--- src/rtl/axis_burst_writer.sv ---
// Write master for one crossbar port: splits a (start address, beat count) command into
// bursts of at most MAX_BURST beats. Optional macro BURST_4K_SPLIT_EN keeps bursts inside 4 KiB pages.
module axis_burst_writer #(
  parameter int DATA_WIDTH = 32,
  parameter int ADDR_WIDTH = 32,
  parameter int STRB_WIDTH = 4,
  parameter int MAX_BURST  = 128
) (
  input  logic                  aclk,
  input  logic                  reset,
  input  logic                  s_cvalid,
  output logic                  s_cready,
  input  logic [ADDR_WIDTH-1:0] s_caddr,
  input  logic [ADDR_WIDTH-1:0] s_cbeats,
  input  logic                  s_xvalid,
  output logic                  s_xready,
  input  logic [DATA_WIDTH-1:0] s_xdata,
  input  logic [STRB_WIDTH-1:0] s_xstrb,
  output logic                  m_avalid,
  input  logic                  m_aready,
  output logic                  m_arnw,
  output logic [ADDR_WIDTH-1:0] m_aaddr,
  output logic [ADDR_WIDTH-1:0] m_abeats,
  output logic                  m_wvalid,
  input  logic                  m_wready,
  output logic                  m_wlast,
  output logic [DATA_WIDTH-1:0] m_wdata,
  output logic [STRB_WIDTH-1:0] m_wstrb,
  output logic                  busy,
  output logic                  done
);

  localparam logic [ADDR_WIDTH-1:0] StepBytes = ADDR_WIDTH'(STRB_WIDTH);
  localparam logic [ADDR_WIDTH-1:0] MaxLen    = ADDR_WIDTH'(MAX_BURST);
  localparam logic [ADDR_WIDTH-1:0] One       = ADDR_WIDTH'(1);

  typedef enum logic [1:0] {IDLE, ADDR, DATA} state_t;

  state_t                state_q;
  logic [ADDR_WIDTH-1:0] addr_q, addr_d;
  logic [ADDR_WIDTH-1:0] remain_q, remain_d;
  logic [ADDR_WIDTH-1:0] cnt_q;
  logic [ADDR_WIDTH-1:0] abeats_q;
  logic                  avalid_q;
  logic                  busy_q;
  logic                  done_q;
  logic                  cmdFire;
  logic                  beatFire;
  logic [ADDR_WIDTH-1:0] cappedLen;
  logic [ADDR_WIDTH-1:0] burstLen_d;

  assign cmdFire  = s_cvalid && s_cready;
  assign beatFire = (state_q == DATA) && s_xvalid && m_wready;

  // addr_d/remain_d describe the transfer as it will stand after this edge, so the
  // next burst length can be registered on the same edge that enters ADDR.
  always_comb begin
    addr_d   = addr_q;
    remain_d = remain_q;
    if (cmdFire) begin
      addr_d   = s_caddr;
      remain_d = s_cbeats;
    end else if (beatFire) begin
      addr_d   = addr_q + StepBytes;
      remain_d = remain_q - One;
    end
  end

  assign cappedLen = (remain_d > MaxLen) ? MaxLen : remain_d;

`ifdef BURST_4K_SPLIT_EN
  logic [12:0]           pageRoom;
  logic [ADDR_WIDTH-1:0] pageBeats;

  assign pageRoom   = 13'd4096 - {1'b0, addr_d[11:0]};
  assign pageBeats  = ADDR_WIDTH'(pageRoom / 13'(STRB_WIDTH));
  assign burstLen_d = (cappedLen < pageBeats) ? cappedLen : pageBeats;
`else
  assign burstLen_d = cappedLen;
`endif

  always_ff @(posedge aclk or posedge reset) begin
    if (reset) begin
      state_q  <= IDLE;
      addr_q   <= '0;
      remain_q <= '0;
      cnt_q    <= '0;
      abeats_q <= '0;
      avalid_q <= 1'b0;
      busy_q   <= 1'b0;
      done_q   <= 1'b0;
    end else begin
      done_q   <= 1'b0;
      addr_q   <= addr_d;
      remain_q <= remain_d;
      case (state_q)
        IDLE: begin
          if (cmdFire) begin
            if (s_cbeats == '0) begin
              done_q <= 1'b1;
            end else begin
              state_q  <= ADDR;
              busy_q   <= 1'b1;
              avalid_q <= 1'b1;
              abeats_q <= burstLen_d;
            end
          end
        end
        ADDR: begin
          if (avalid_q && m_aready) begin
            avalid_q <= 1'b0;
            cnt_q    <= abeats_q;
            state_q  <= DATA;
          end
        end
        DATA: begin
          if (beatFire) begin
            cnt_q <= cnt_q - One;
            // remain_q still counts the beat being accepted on this edge
            if (cnt_q == One) begin
              if (remain_q > One) begin
                state_q  <= ADDR;
                avalid_q <= 1'b1;
                abeats_q <= burstLen_d;
              end else begin
                state_q <= IDLE;
                busy_q  <= 1'b0;
                done_q  <= 1'b1;
              end
            end
          end
        end
        default: state_q <= IDLE;
      endcase
    end
  end

  assign s_cready = (state_q == IDLE) && !done_q;
  assign s_xready = (state_q == DATA) && m_wready;
  assign m_wvalid = (state_q == DATA) && s_xvalid;
  assign m_wlast  = (state_q == DATA) && (cnt_q == One);
  assign m_wdata  = s_xdata;
  assign m_wstrb  = s_xstrb;
  assign m_avalid = avalid_q;
  assign m_arnw   = 1'b1;
  assign m_aaddr  = addr_q;
  assign m_abeats = abeats_q;
  assign busy     = busy_q;
  assign done     = done_q;

endmodule

--- config.mk ---
export PLATFORM = sky130hd
export DESIGN_NAME = axis_burst_writer
export DESIGN_NICKNAME = d
export VERILOG_FILES = /design/src/rtl/axis_burst_writer.sv
export SDC_FILE = /design/constraint.sdc
export NUM_CORES = 1
export LEC_CHECK = 0
export ABC_AREA = 1
export CORE_ASPECT_RATIO = 0.7
export CORE_MARGIN = 2
export CORE_UTILIZATION = 42
export CTS_CLUSTER_DIAMETER = 100
export DETAILED_ROUTE_END_ITERATION = 6
export DONT_BUFFER_PORTS = 1
export GPL_ROUTABILITY_DRIVEN = 0
export GPL_TIMING_DRIVEN = 0
export SLEW_MARGIN = 20
export SYNTH_ARGS = -nofsm -noshare
export SYNTH_HDL_FRONTEND = slang
export SYNTH_SLANG_ARGS = --single-unit
--- constraint.sdc ---
create_clock -name aclk -period 4.85 [get_ports aclk]
set_input_delay 0.97 -clock aclk [delete_from_list [all_inputs] [get_ports aclk]]
set_output_delay 0.97 -clock aclk [all_outputs]
set_load 0.005 [all_outputs]
-- After elaboration in Yosys (flattened, before gate mapping)
Index checks and enable logic that the tools add are counted.
Widths: inputs -> output; s select.
- register bits: 133
- latch bits: 0
- memory bits (writable): 0
- ROM bits: 0
- input port bits: 106
- logic and storage cells: 80
- memories kept: 0
- add/subtract/negate cells: 3
- multipliers: 0
- divide/modulo/power cells: 0
- $lt $le $gt $ge: 2
- equal/unequal tests: 10
- shift operators: 0
- mux-type cells: 38
- bitwise operators: 0
- reduce and logical (&&, ||, !) cells: 19
- operators with widths (kind ; count):
    $mux 32 ; 12
    $pmux 32 s2 ; 2
    $sub 32x1->32 const B ; 2
    $add 32x3->32 const B ; 1
    $eq 32x1->1 const B ; 1
    $gt 32x1->1 const B ; 1
    $gt 32x8->1 const B ; 1
    $logic_not 32->1 ; 1
    $mux 1 ; 15
    $reduce_and 6->1 ; 2
    $mux 2 ; 5
    $ne 2x2->1 const B ; 5
    $logic_and 1x1->1 ; 7
    $reduce_and 7->1 ; 1
    $pmux 2 s3 ; 1
    $reduce_bool 2->1 ; 3
    $reduce_and 5->1 ; 1
    $ne 2x1->1 const B ; 2
    $pmux 1 s2 ; 2
    $pmux 1 s3 ; 1
    $reduce_and 3->1 ; 1
    $reduce_bool 3->1 ; 1
    $eq 2x1->1 const B ; 1
    $eq 2x2->1 const B ; 1
    other kinds (2) ; 2

-- Depth between registers and ports, before layout
Gate-level depths: netlist of run 1.
- depth after elaboration: 11
- gate-level depth with buffers: 17

-- Worst setup path after synthesis of run 1
No wires, ideal clock.
- kind: flip-flop to output port
- from: reg cnt_q[5]
- to: out m_wlast
- arrival time: 1315 ps
- slack: 2565 ps
- stages on the path, launching flop included: 8
- path through: dfrtp_1 -> nor2_1 -> nand3_1 -> nor3_1 -> nand4_1 -> nor4_1 -> inv_1 -> nor2_1
- word-level cells in the longest chain between the ends: 2
- ends and longest elaborated chain (element ; RTL line ; source):
    start, declared ; 42 ; logic [ADDR_WIDTH-1:0] cnt_q;
    start signal, assigned ; 112 ; cnt_q <= abeats_q;
    start signal, assigned ; 118 ; cnt_q <= cnt_q - One;
    $eq 32x1->1 ; 141 ; assign m_wlast = (state_q == DATA) && (cnt_q == One);
    $logic_and 1x1->1 ; 141 ;
    end, declared ; 26 ; output logic m_wlast,
No other way between the ends.

-- Worst setup path after layout of run 1
- from: reg state_q[1]
- to: out m_wlast
- word-level cells in the longest chain between the ends: 2
- ends and longest elaborated chain (element ; RTL line ; source):
    start, declared ; 39 ; state_t state_q;
    start signal, assigned ; 84 ; state_q <= IDLE;
    start signal, assigned ; 102 ; state_q <= ADDR;
    start signal, assigned ; 113 ; state_q <= DATA;
    $eq 2x2->1 ; 141 ;
    $logic_and 1x1->1 ; 141 ;
No other way between the ends.

==> results.md, run 1 <==
* # H-tree levels at 4
* Post-CTS Resized at 0
* R2R Path Start: remain_q[0]$_DFF_PP0_
* Chip Width at 176 µm
* DR iter-0 viols at 805
* Flops & latches, synth at 133
* P_leak at 4.59 nW
* Num CTS Buffers at 17
* Top-Level Pins at 214
* Clock root cell: clkbuf_16
* Post-CTS setup buffer count at 0
* Final #Nets at 1383
* Area growth, synth to finish at 10.9%
* TritonRoute pass-1 iters at 5
* Final instance area at 9590 µm²
* Cell Count, Final, Fillers Out at 1555
* CTS Buffer Depth at 2
* Synth Cell Area at 8650 µm²
* Vias in the first global route at 7475
* Worst R2R Path Depth at 14
* Maxcap violations at 0
* CTS tree: built
* Max Clk Rate at 304 MHz
* CP required at 3.88 ns
* Status: completed
* Avg WL per Cell at 17.1 µm
* Final ANT Viol Nets at 0
* Post-Synthesis Cells at 1252
* Period Utilization, post-route at 67.9%
* # fillers at 2080
* Hold crit path type: in -> async
* Residual DRC at 0
* Commonest cells after routing, fill and taps aside: nand2_1, nor2_1, inv_1, dfrtp_1, nand3_1
* Register area at 3330 µm²
* I/O Buffers at 0
* Slew HR at 54.3%
* Critical Path Sink Type: output pin
* Fraction of layout cells with a size suffix above 1 at 9.88%
* Final Hold Vio Count at 0
* CP startpoint kind: flip-flop
* Clock slew at reported path FFs at 0.06 ns
* Chip Height at 124 µm
* First-pass GRT wire length at 40900 µm
* Mean area per synthesized cell at 6.91 µm²
* Clk_skew at 0.0111 ns
* CP startpoint: state_q[1]$_DFFE_PP0P_
* Placed cell count at 1523
* Critical-path maximum fanout at 10
* Max VDD drop at 228 µV
* RR Endpoint: m_abeats[1]$_DFFE_PP0P_
* Core box area at 20000 µm²
* WP data arrival at 2.32 ns
* Total track usage at 24.5%
* DP HPWL at 20600 µm
* Largest net degree at the start of global routing at 95
* Initial antenna violation count at 0
* Placed Area at 9030 µm²
* Count of pins over their slew limit at 0
* RSZ-0062 raised after global routing: no
* Die area at 21800 µm²
* Initial Util at 43.2%
* Worst-skew pair later-pin latency at 0.43 ns
* CTS hold repair buffers at 0
* PwrDens at 336 nW/µm²
* Post-route minimum period at 3.29 ns
* Routed vias at 8264
* Yosys warnings at 0
* Post-synth cell types at 47
* Worst Path Class, Setup: reg -> out
* Multi-input gate area in the final layout at 4360 µm²
* Final setup fails at 0
* Net Count, Synth at 1363
* Rows at 43
* Most common cell after layout, fill and taps aside: nand2_1
* Grt total ovfl at 0
* Ant diodes at 0
* Sequential share of the synthesized area at 38.5%
* Routed Wire Length at 26700 µm
* Reg2reg setup slack at 2.10 ns
* Clock Sinks at 133
* Least-Margin Pin Slew at 0.686 ns
* Via density at 5.31
[power breakdown]
group	leakage [nW]	switching (W)	internal, W
sequential	1.57	0.000146	0.00122
clock	0.270	0.000538	0.000724
combinational	2.74	0.000381	0.000209
[state kept, by name, indices dropped and copies added (netlist names)]
| signal | flops |
|---|---|
| cnt_q | 32 |
| m_aaddr | 32 |
| m_abeats | 32 |
| remain_q | 32 |
| state_q | 2 |
| busy | 1 |
| done | 1 |
| m_avalid | 1 |
[critical path: stages (launching register included)]
cell,delay [ns]
dfrtp_1,0.47
inv_1,0.12
nor2_2,0.35
clkinv_1,0.30
clkbuf_1,0.37
nor2_1,0.28
[how the worst max path moves through the flow]
stage,to,cells past startpoint
finish,m_wlast,5
global route,m_wvalid,5
CTS,m_wlast,5
detailed placement,cnt_q[19]$_DFFE_PP0P_,8
global placement,remain_q[9]$_DFF_PP0_,1
floorplan,busy$_DFFE_PP0P_,1
[synth_stat cells, drive strengths merged]
cell       n  area (µm²)
a21oi     31         155
ha         5        62.6
nor3      17        90.1
a22o       1        8.76
nor4      13        87.6
o32ai      1        8.76
conb       1        3.75
o21bai     2        15.0
xnor2      6        52.6
nand3b     7        56.3
clkinv     1        3.75
nand2    340        1280
inv      140         526
a31oi      2        12.5
o221ai     2        17.5
o21ai     64         320
a22oi      3        22.5
a21o       1        7.51
clkbuf    14        52.6
and2       3        18.8
o211ai    17         128
xor2      30         263
nand3    112         576
o2bb2ai    1        8.76
nand4     29         194
buf       58         387
or2       10        62.6
nor2     201         856
o31ai      2        15.0
dfrtp    133        3330
o22ai      5        31.3
[cell families (layout without fill, tap and decap cells)]
logic type | Yosys count | after routing | share of synthesized area (%)
other | 1 | 1 | 0.0433
and+or+nand+nor | 732 | 732 | 37.3
buffers and inverters | 213 | 246 | 11.2
DFF | 133 | 133 | 38.5
xor gates and xnor gates | 36 | 36 | 3.64
AOI/OAI and AO/OA | 132 | 132 | 8.68
adders and majority gates | 5 | 5 | 0.723
[area by class of cell]
class	instances	share of cell area (%)
Clock buffer	19	4.62
Multi-Input combinational cell	906	45.4
Clock inverter	13	1.29
Buffer	72	4.58
Tap cell	270	3.52
Sequential cell	133	34.7
Inverter	141	5.60
Timing Repair Buffer	1	0.287
[stage by stage]
stage	worst slack (ns)	setup TNS (ns)	power, W	hold WS (ns)	utilization, %
after global placement	-1.36	-179.07	0.00195	0.483	44.9
after floorplan	0.326	0	0.00181	0.454	-
after global routing	1.42	0	0.00339	0.371	47.9
final	1.56	0	0.00322	0.365	47.9
after detailed placement	1.87	0	0.00196	0.481	45.1
after CTS	1.56	0	0.00322	0.370	47.9
[metal layers]
layer	track usage, %	wire length (µm)	vias up
met5	0	0	-
met4	5.99	350	0
met3	8.52	2910	22
met2	33.9	10500	366
met1	36.3	13000	3843
li1	-	-	4033
No activity file was read; power rests on OpenSTA's default activity.
==> inputs of run 2 (changes only) <==
clock period = 3.3 ns   (was 4.85 ns; I/O delays follow)
==> results.md, run 2 (synthesis gave the netlist of run 1 again) <==
* Die area at 21800 µm²
* RR Endpoint: m_abeats[1]$_DFFE_PP0P_
* Flop pwr share at 40.4%
* Clock slew at reported path FFs at 0.07 ns
* Crit path buf inv count at 3
* Place WS at 0.644 ns
* Vias in the first global route at 7430
* Final ANT Viol Nets at 0
* Post-CTS setup buffer count at 0
* Ant diodes at 0
* P_leak at 4.64 nW
* Slew HR at 54.8%
* Core box area at 20000 µm²
* Top-Level Pins at 214
* Fraction of layout cells with a size suffix above 1 at 9.94%
* DP HPWL at 21000 µm
* Clock Sinks at 133
* Worst R2R Path Depth at 14
* Worst Path Class, Setup: reg -> out
* Count of pins over their slew limit at 0
* Final setup fails at 0
* Commonest cells after routing, fill and taps aside: nand2_1, nor2_1, inv_1, dfrtp_1, nand3_1
* Post-route minimum period at 3.04 ns
* Net Sw Frac at 31.3%
* Fin Hold WS at 0.133 ns
* CTS Buffer Depth at 2
* Initial antenna violation count at 0
* Avg WL per Cell at 17.5 µm
* Final Worst Setup Slack at 0.262 ns
* Tot Pwr at 0.00498 W
* RSZ-0062 raised after global routing: no
* Critical-path maximum fanout at 10
* CTS hold repair buffers at 0
* Worst path max stage delay at 0.47 ns
* Final #Nets at 1386
* Num CTS Buffers at 17
* Max Clk Rate at 329 MHz
* Hold crit path type: in -> async
* Post-CTS Resized at 0
* Clock root cell: clkbuf_16
* PwrDens at 512 nW/µm²
* Worst-skew pair later-pin latency at 0.44 ns
* Routed vias at 8358
* Chip Height at 124 µm
* Total negative slack at 0 ns
* Clock share of power at 41.9%
* Critical Path Sink Type: output pin
* CP startpoint kind: flip-flop
* Residual DRC at 0
* Final Hold Vio Count at 0
* Period Utilization, post-route at 92.1%
* Reg2reg setup slack at 0.56 ns
* DR iter-0 viols at 755
* CP max-delay cell: dfrtp_1
* CP required at 2.64 ns
* Comb pwr share at 17.7%
* Routed Wire Length at 27200 µm
* Initial Util at 43.2%
* Status: completed
* Rows at 43
* Largest net degree at the start of global routing at 34
* Most common cell after layout, fill and taps aside: nand2_1
* First-pass GRT wire length at 41700 µm
* Least-Margin Pin Slew at 0.678 ns
* # H-tree levels at 4
* I/O Buffers at 0
* Placed cell count at 1526
* Net switching power at 0.00156 W
* Delay-heaviest family, CP: buffers and inverters
* Grt total ovfl at 0
* R2R Path Start: remain_q[0]$_DFF_PP0_
* CP Cell Sequence: inv_1, nor2_2, clkinv_1, clkbuf_1, nor2_1
* Cell Count, Final, Fillers Out at 1558
* Chip Width at 176 µm
* Max VDD drop at 357 µV
* WP data arrival at 2.38 ns
* Total track usage at 25.1%
* Maxcap violations at 0
* CTS tree: built
* TritonRoute pass-1 iters at 6
* Via density at 5.36
* Power Internal at 0.00342 W
* Clk_skew at 0.0177 ns
* Area growth, synth to finish at 12.2%
## run 2: cell types whose count changed in the layout (fill, tap and decap cells not counted), sizes merged
cell    delta
buf        +3
bufinv     +3
clkbuf     +3
clkinv     -3
inv        -3
## run 2: area by class of cell
class | instances | area, µm²
Buffer | 72 | 439
Clock buffer | 22 | 464
Clock inverter | 10 | 170
Fill cell | 2034 | 10300
Inverter | 141 | 533
Multi-Input combinational cell | 906 | 4360
Sequential cell | 133 | 3330
Tap cell | 270 | 338
Timing Repair Buffer | 4 | 80.1
## run 2: per-layer routing
metal | part of all wire (%) | up-vias | GRT usage (%)
met5 | 0 | - | 0
met1 | 49 | 3922 | 38.1
met3 | 10 | 23 | 7.23
li1 | - | 4051 | -
met2 | 40 | 362 | 34.5
met4 | 1.3 | 0 | 6.20
## run 2: power groups by stage
stage	sequential, W	combinational (W)	clock (W)
floorplan	0.00197	0.000683	0
CTS	0.00200	0.000873	0.00210
detailed placement	0.00203	0.000862	0
global placement	0.00203	0.000837	0
global route	0.00204	0.00101	0.00217
finish	0.00201	0.000882	0.00208
## run 2: stage by stage
step | cell area [µm²] | utilization (%)
after floorplan | 8660 | -
after global placement | 8990 | 44.9
after detailed placement | 9070 | 45.3
after CTS | 9710 | 48.5
after global routing | 9710 | 48.5
final | 9710 | 48.5
## run 2: worst max path at each step
stage,start,end,depth (start not counted)
after floorplan,reset,busy$_DFFE_PP0P_,1
after global placement,reset,remain_q[17]$_DFF_PP0_,1
after detailed placement,s_xvalid,cnt_q[18]$_DFFE_PP0P_,8
after CTS,state_q[1]$_DFFE_PP0P_,m_wvalid,5
after global routing,state_q[1]$_DFFE_PP0P_,m_wvalid,5
final,state_q[1]$_DFFE_PP0P_,m_wvalid,5
